$ cat src/rtl/rst_seq_pkg.sv
// rtl/rst_seq_pkg.sv - shared state encoding and sizing helper for the reset sequencer
package rst_seq_pkg;

    localparam logic [1:0] ST_HOLD     = 2'd0;
    localparam logic [1:0] ST_RELEASE  = 2'd1;
    localparam logic [1:0] ST_WAIT_ACK = 2'd2;
    localparam logic [1:0] ST_DONE     = 2'd3;

    typedef enum logic [1:0] {
        S_HOLD     = ST_HOLD,
        S_RELEASE  = ST_RELEASE,
        S_WAIT_ACK = ST_WAIT_ACK,
        S_DONE     = ST_DONE
    } seq_state_t;

    // Bits needed to index v distinct values (0 for v <= 1).
    function automatic int clog2(input int v);
        int r;
        r = 0;
        for (int i = 0; i < 31; i++) begin
            if ((1 << i) < v) begin
                r = i + 1;
            end
        end
        return r;
    endfunction

endpackage

$ cat src/rtl/rst_seq_timer.sv
// rtl/rst_seq_timer.sv - loadable saturating down-counter shared by HOLD and WAIT_ACK
module rst_seq_timer #(
    parameter int             W         = 8,
    parameter logic [W-1:0]   RESET_VAL = '0
) (
    input  logic         clk,
    input  logic         reset,
    input  logic         load,
    input  logic [W-1:0] load_val,
    input  logic         dec,
    output logic         zero
);

    logic [W-1:0] count;

    assign zero = (count == '0);

    always_ff @(posedge clk or negedge reset) begin
        if (!reset) begin
            count <= RESET_VAL;
        end else if (load) begin
            count <= load_val;
        end else if (dec && !zero) begin
            count <= count - 1'b1;
        end
    end

endmodule

$ cat src/rtl/reset_sequencer.sv
// rtl/reset_sequencer.sv - staged reset release with per-stage ack or timeout, plus soft re-reset
module reset_sequencer
    import rst_seq_pkg::*;
#(
    parameter int N_STAGES    = 4,
    parameter int HOLD_CYCLES = 16,
    parameter int ACK_TIMEOUT = 255
) (
    input  logic                clk,
    input  logic                reset,
    input  logic                sw_rst_req,
    input  logic [N_STAGES-1:0] stage_ack,
    output logic [N_STAGES-1:0] stage_rst,
    output logic                busy,
    output logic                seq_done,
    output logic                timeout_err
);

    localparam int TMAX   = (HOLD_CYCLES > ACK_TIMEOUT) ? HOLD_CYCLES : ACK_TIMEOUT;
    localparam int TW_RAW = clog2(TMAX);
    localparam int TW     = (TW_RAW < 1) ? 1 : TW_RAW;
    localparam int IW_RAW = clog2(N_STAGES);
    localparam int IW     = (IW_RAW < 1) ? 1 : IW_RAW;

    localparam logic [TW-1:0] HOLD_LOAD = TW'(HOLD_CYCLES - 1);
    localparam logic [TW-1:0] ACK_LOAD  = TW'(ACK_TIMEOUT - 1);
    localparam logic [IW-1:0] LAST_IDX  = IW'(N_STAGES - 1);

    seq_state_t    state;
    logic [IW-1:0] idx;
    logic          ack_cur;
    logic          t_load;
    logic [TW-1:0] t_val;
    logic          t_dec;
    logic          t_zero;

    assign ack_cur = stage_ack[idx];

    // Soft reset reloads the hold count every cycle it is held, so HOLD restarts after it drops.
    always_comb begin
        t_load = 1'b0;
        t_val  = HOLD_LOAD;
        t_dec  = 1'b0;
        if (sw_rst_req) begin
            t_load = 1'b1;
        end else begin
            case (state)
                S_HOLD:     t_dec = 1'b1;
                S_RELEASE:  begin
                    t_load = 1'b1;
                    t_val  = ACK_LOAD;
                end
                S_WAIT_ACK: t_dec = !ack_cur;
                default:    ;
            endcase
        end
    end

    rst_seq_timer #(
        .W         (TW),
        .RESET_VAL (HOLD_LOAD)
    ) u_timer (
        .clk      (clk),
        .reset    (reset),
        .load     (t_load),
        .load_val (t_val),
        .dec      (t_dec),
        .zero     (t_zero)
    );

    always_ff @(posedge clk or negedge reset) begin
        if (!reset) begin
            state       <= S_HOLD;
            idx         <= '0;
            stage_rst   <= '1;
            busy        <= 1'b1;
            seq_done    <= 1'b0;
            timeout_err <= 1'b0;
        end else if (sw_rst_req) begin
            state       <= S_HOLD;
            idx         <= '0;
            stage_rst   <= '1;
            busy        <= 1'b1;
            seq_done    <= 1'b0;
            timeout_err <= 1'b0;
        end else begin
            case (state)
                S_HOLD: begin
                    if (t_zero) begin
                        state <= S_RELEASE;
                    end
                end
                S_RELEASE: begin
                    stage_rst[idx] <= 1'b0;
                    state          <= S_WAIT_ACK;
                end
                S_WAIT_ACK: begin
                    // Ack beats an expiring timer in the same cycle.
                    if (ack_cur || t_zero) begin
                        if (!ack_cur) begin
                            timeout_err <= 1'b1;
                        end
                        if (idx == LAST_IDX) begin
                            state    <= S_DONE;
                            busy     <= 1'b0;
                            seq_done <= 1'b1;
                        end else begin
                            idx   <= idx + 1'b1;
                            state <= S_RELEASE;
                        end
                    end
                end
                S_DONE: begin
                    stage_rst <= '0;
                end
                default: begin
                    state <= S_HOLD;
                end
            endcase
        end
    end

endmodule

$ cat config.mk
export PLATFORM = sky130hd
export DESIGN_NAME = reset_sequencer
export DESIGN_NICKNAME = d
export VERILOG_FILES = /design/src/rtl/rst_seq_pkg.sv /design/src/rtl/rst_seq_timer.sv /design/src/rtl/reset_sequencer.sv
export SDC_FILE = /design/constraint.sdc
export NUM_CORES = 1
export LEC_CHECK = 0
export CAP_MARGIN = 30
export CORE_ASPECT_RATIO = 1.5
export CORE_MARGIN = 2
export CORE_UTILIZATION = 55
export DETAILED_ROUTE_END_ITERATION = 12
export GPL_ROUTABILITY_DRIVEN = 0
export PLACE_DENSITY = 0.9
export SYNTH_ARGS = -nofsm -noshare
export SYNTH_HDL_FRONTEND = slang
export SYNTH_HIERARCHICAL = 1
export SYNTH_SLANG_ARGS = --single-unit
$ cat constraint.sdc
create_clock -name clk -period 2.75 [get_ports clk]
set_input_delay 0.825 -clock clk [delete_from_list [all_inputs] [get_ports clk]]
set_output_delay 0.825 -clock clk [all_outputs]
set_load 0.02 [all_outputs]
Word level (Yosys, flattened, before mapping)
Index checks and enable logic that the tools add are counted.
- bitwise operators: 2
- $lt $le $gt $ge: 2
- multiplexer cells: 35
- $add $sub $neg: 2
- equality and inequality tests: 8
- reductions and logical operators: 17
- operators with widths (cell ; count):
    8-bit 2-to-1 mux ; 4
    1-bit 2-to-1 mux ; 17
    2-bit 2-to-1 mux ; 8
    3-bit AND reduction ; 4
    8-bit logical NOT ; 1
    4-bit case mux with 2 select lines ; 1
    2-bit nonzero test ; 4
    8-bit by 1-bit subtractor with 8-bit output (second input constant) ; 1
    2-bit equality test (second input constant) ; 3
    3-bit inequality test (second input constant) ; 2
    2-bit case mux with 3 select lines ; 1
    4-bit bitwise AND ; 1
    4-bit 2-to-1 mux ; 1
    2-bit inequality test (second input constant) ; 2
    4-bit inverter ; 1
    4-bit nonzero test ; 1
    2-bit by 3-bit less-than comparator with 1-bit output (second input constant) ; 1
    3-bit nonzero test ; 1
    2-bit by 1-bit adder with 2-bit output (second input constant) ; 1
    1-bit binary-select mux with 2-bit select ; 1
    1-bit demux with 2-bit select ; 1
    2-bit by 1-bit equality test with 1-bit output (second input constant) ; 1
    2-bit by 1-bit >= comparator with 1-bit output (second input constant) ; 1
    1-bit logical AND ; 2
    4 further kinds ; 5
- bits in registers: 19

Depth between registers and ports, before layout
Gate-level depths: netlist of run 1.
- depth after elaboration: 8
- depth in mapped cells: 8

Modules after synthesis
The synthesis of run 1 kept the hierarchy.
- by module, submodules not included (module ; times used ; area each (µm²) ; sequential area each (µm²) ; cells each):
    reset_sequencer ; 1 ; 737.0 ; 281.5 ; 72
    rst_seq_timer ; 1 ; 533.0 ; 205.2 ; 58

Worst setup path after synthesis of run 1
OpenSTA, ideal clock, no wires.
- path type: input port to flip-flop
- from: input port stage_ack[3]
- to: register u_timer.count[7]
- path slack: -59 ps
- required time: 2624 ps
- path buffers: 0
- stages: 7
- data arrival time: 2683 ps
- path through: mux4_2 > nor2b_2 > nor2_1 > nor2_1 > or3b_1 > o311a_1 > a221o_1
- word-level cells in the longest chain between the ends: 7
- ends and longest elaborated chain (what ; line ; source):
    start, declared ; reset_sequencer.sv:12 ; input logic [N_STAGES-1:0] stage_ack,
    1-bit binary-select mux with 2-bit select ; reset_sequencer.sv:37 ; assign ack_cur = stage_ack[idx];
    1-bit 2-to-1 mux (implied by the code) ; reset_sequencer.sv:37 ;
    1-bit logical NOT ; -- ;
    1-bit case mux with 2 select lines ; reset_sequencer.sv:47 ; case (state)
    1-bit 2-to-1 mux ; reset_sequencer.sv:44 ; if (sw_rst_req) begin
    named net t_dec ; reset_sequencer.sv:34 ; logic t_dec;
    1-bit logical AND ; rst_seq_timer.sv:23 ; end else if (dec && !zero) begin
    2-bit nonzero test (no line) ; -- ;
    end signal, assigned ; rst_seq_timer.sv:22 ; count <= load_val;
    end signal, assigned ; rst_seq_timer.sv:24 ; count <= count - 1'b1;
    end, declared ; rst_seq_timer.sv:14 ; logic [W-1:0] count;
The timed path passes the listed nets, and every way through them passes these cells. The select of a mux whose other input is x is not followed.
A chain may end at the register's enable or synchronous reset.

Worst setup path in the final report of run 1
- from: input port stage_ack[3]
- to: register u_timer.count[3]
The elaborated chain is that of the path after synthesis.

==> results of run 1 <==
==> what timing repair did <==
action,CTS,global route
resized for setup,10,3
gates cloned,0,0
endpoints found under the setup margin,3,1
buffers inserted,2,0
pin swaps,4,1
==> layer usage <==
metal / share of wire [%] / routed length, um
met1: 36 / 1116
met2: 60 / 1861
met3: 2.3 / 70
met4: 1.1 / 35
met5: 0 / 0
==> sequential cells by signal (all words and copies together) (netlist names) <==
register,cells
state,2
timeout_err,1
idx,2
stage_rst,4
seq_done,1
u_timer/count,8
busy,1
==> power groups by stage <==
| stage | Combinational, uW | Sequential, uW | Clock [uW] |
|---|---|---|---|
| 6_report | 652 | 481 | 145 |
| 5_1_grt | 716 | 496 | 161 |
| 4_1_cts | 633 | 477 | 151 |
| 3_5_place_dp | 611 | 481 | 0 |
| 3_3_place_gp | 574 | 471 | 0 |
| 2_1_floorplan | 419 | 480 | 0 |
==> cells by family (layout without fill, tap and decap cells) <==
logic type	after synthesis	count (layout)	share of synthesized area [%]
DFF	19	19	38.33
other	1	3	0.2953
buffers and inverters	16	41	6.009
AOI/OAI and AO/OA	30	30	19.31
and+or+nand+nor	48	48	20.00
muxes	6	6	6.206
adders and majority gates	10	10	9.852
==> area by class of cell <==
type / instances / share of cell area (%)
clock buffer: 3 / 1.457
tap: 23 / 1.862
inverter: 12 / 2.915
sequential: 19 / 31.50
timing repair buffer: 25 / 14.25
multi-input combinational: 97 / 47.69
clock inverter: 1 / 0.3239
==> worst min path at each step <==
stage                          start          endpoint  depth (start not counted)
finish                          busy              busy                          2
floorplan           u_timer/count[1]  u_timer/count[1]                          2
CTS                             busy              busy                          2
detailed placement              busy              busy                          2
global route                    busy              busy                          2
global placement                busy              busy                          2
==> metrics by stage <==
step	hold slack, ps	setup WS (ps)	cell area, um2	utilization (%)	setup TNS [ps]
3_3_place_gp	452.0	-399.6	1483	67.18	-1220
2_1_floorplan	487.1	5.741	1280	-	0
3_5_place_dp	464.8	-508.5	1483	67.18	-1740
5_1_grt	507.2	6.593	1545	70.01	0
4_1_cts	483.3	18.00	1530	69.33	0
6_report	475.6	31.98	1545	70.01	0
==> placed cells by master (no fill, tap or decap), drive strengths merged, types with 2 or more instances in the layout <==
master,count
clkdlybuf4s15,4
a21oi,5
mux2i,3
clkinv,2
or3,2
nand3,4
clkdlybuf4s50,9
clkbuf,3
buf,12
nor3,5
a31oi,3
dfstp,9
a31o,4
ha,10
mux2,2
nor2b,2
a221o,2
nand2,10
a211o,2
o211ai,2
dfrtp,10
conb,3
inv,11
or4,3
nand4,2
o21ai,2
or3b,3
nor3b,3
nor2,11
==> worst max-delay path, cell delays in order <==
cell and delay, ps:
clkdlybuf4s15_1 190, mux4_2 520, nor2b_4 150, nor2_2 60, nor2_2 100, or3b_4 420
or4_4 530, o221ai_2 140
==> results.yml, run 1 <==
synth:
  synthTopCellsByCount: "11 x inv_1, 11 x nor2_1, 10 x dfrtp_1, 10 x ha_1, 10 x nand2_1"
  synth_cell_type_count: 47
  yosysSeqAreaShare_pct: 38.33
  synth_area_leaders: "dfrtp_1 20%, dfstp_2 19%, ha_1 9.9%"
  synthCells: 130
  synth_top_area_cell: "dfrtp_1"
  synthFlopType: "dfrtp_1"
  synth-seq-cells: 19
  yosysTopAreaCellShare_pct: 19.70
  syn_area_per_cell_um2: 9.769
  async_flop_share_pct: 100.0
  yosysWarnings: 6
  synth_edf_count: 0
  syn_area_mm2: 0.001270
global_routing:
  antenna_found_initial: 0
  busiest_layer: "met2"
  grt_pass1_vias: 1210
  grt_max_degree: 20
  grtUsageMet2_pct: 50.00
  grt_pass1_wl_mm: 5.250
  grt_use_met1_pct: 24.91
  track_usage_pct: 25.10
  overflow: 0
  grt_util_met3_pct: 2.023
power_and_ir_drop:
  intPower_uw: 742.6
  p_leak_uw: 0.0006731
  p_total_uw: 1279
  seqPwrFrac_pct: 37.6
  vdd_drop_max_mv: 0.5639
  netSwitchingPower_uw: 536.3
  comb_power_share_pct: 51.0
  cellPowerDensity_mw_per_mm2: 827.6
  p_sw_share_pct: 41.94
  p_clk_share_pct: 11.4
critical_path:
  crit_fanout: 6
  cp_data_required_time_ps: 2980
  endpoint: "u_timer/count[3]"
  worstSetupStartpointType: "primary input"
  reg2regPathDepth: 8
  r2r_end: "state[1]"
  end_kind: "flop"
  reg2reg_from: "u_timer/count[0]"
  crit_type: "primary input to flop"
  rrSetupSlack_ps: 220
  crit_arrival_ps: 2940
  crit_start: "stage_ack[3]"
cts:
  cts_root_buf: "clkbuf_4"
  clock-sinks: 19
  cts_tree: "done"
  hold_buffers: 0
  htree_levels: 1
  cts_made_buffers: 3
  clock_path_buffers: 2
  clk_pin_slew_worst_paths_ps: 110
  clock_latency_ps: 300
floorplan:
  start_util_pct: 57.54
  design.portCount: 14
  die_h_um: 62.85
  dieArea_mm2: 0.002717
  die_w_um: 43.24
  rows: 21
  core-area_mm2: 0.002207
cells_and_area:
  syn2layout_area_growth_pct: 21.67
  multi_input_area_um2: 737.0
  nets: 175
  drive_above_1_share_pct: 28.03
  fill_cells: 161
  n_antenna_cell: 0
  stdcell_count: 180
  register_area_um2: 486.7
detailed_routing:
  wl_per_cell_um: 17.13
  vias_per_cell: 6.294
  wl_mm: 3.083
  first_iter_violations: 39
  route.detailed.drc: 0
  routed-via-count: 1133
  postRouteAntennaNets: 0
  firstDrtPassIters: 4
sta:
  relSlewSlack_pct: 53.59
  drv_slew: 0
  post-route-period-util_pct: 98.84
  skew_ps: 7.747
  setup_viol: 0
  clock.fmax_mhz: 367.9
  finalCriticalPeriod_ps: 2718
  rsz0062_at_grt: "no"
  finalHoldViolations: 0
  worstMarginPinSlew_ps: 689.7
worst_hold_path:
  hp-class: "flop to flop"
run:
  cap_viol_max_count: 0
place:
  place_hpwl_mm: 2.262
  place_inst: 174
  placement.io_buffers: 13
run_status:
  status: "finished clean"
Note: power is estimated with default switching activity, not from simulation.
==> inputs of run 2 (changes only) <==
--- a/config.mk
+++ b/config.mk
@@ -12,6 +12,7 @@
 export DETAILED_ROUTE_END_ITERATION = 12
 export GPL_ROUTABILITY_DRIVEN = 0
 export PLACE_DENSITY = 0.9
+export SKIP_LAST_GASP = 1
 export SYNTH_ARGS = -nofsm -noshare
 export SYNTH_HDL_FRONTEND = slang
 export SYNTH_HIERARCHICAL = 1
==> results of run 2 <==
Final layout, timing and power as in run 1 (identical DEF).
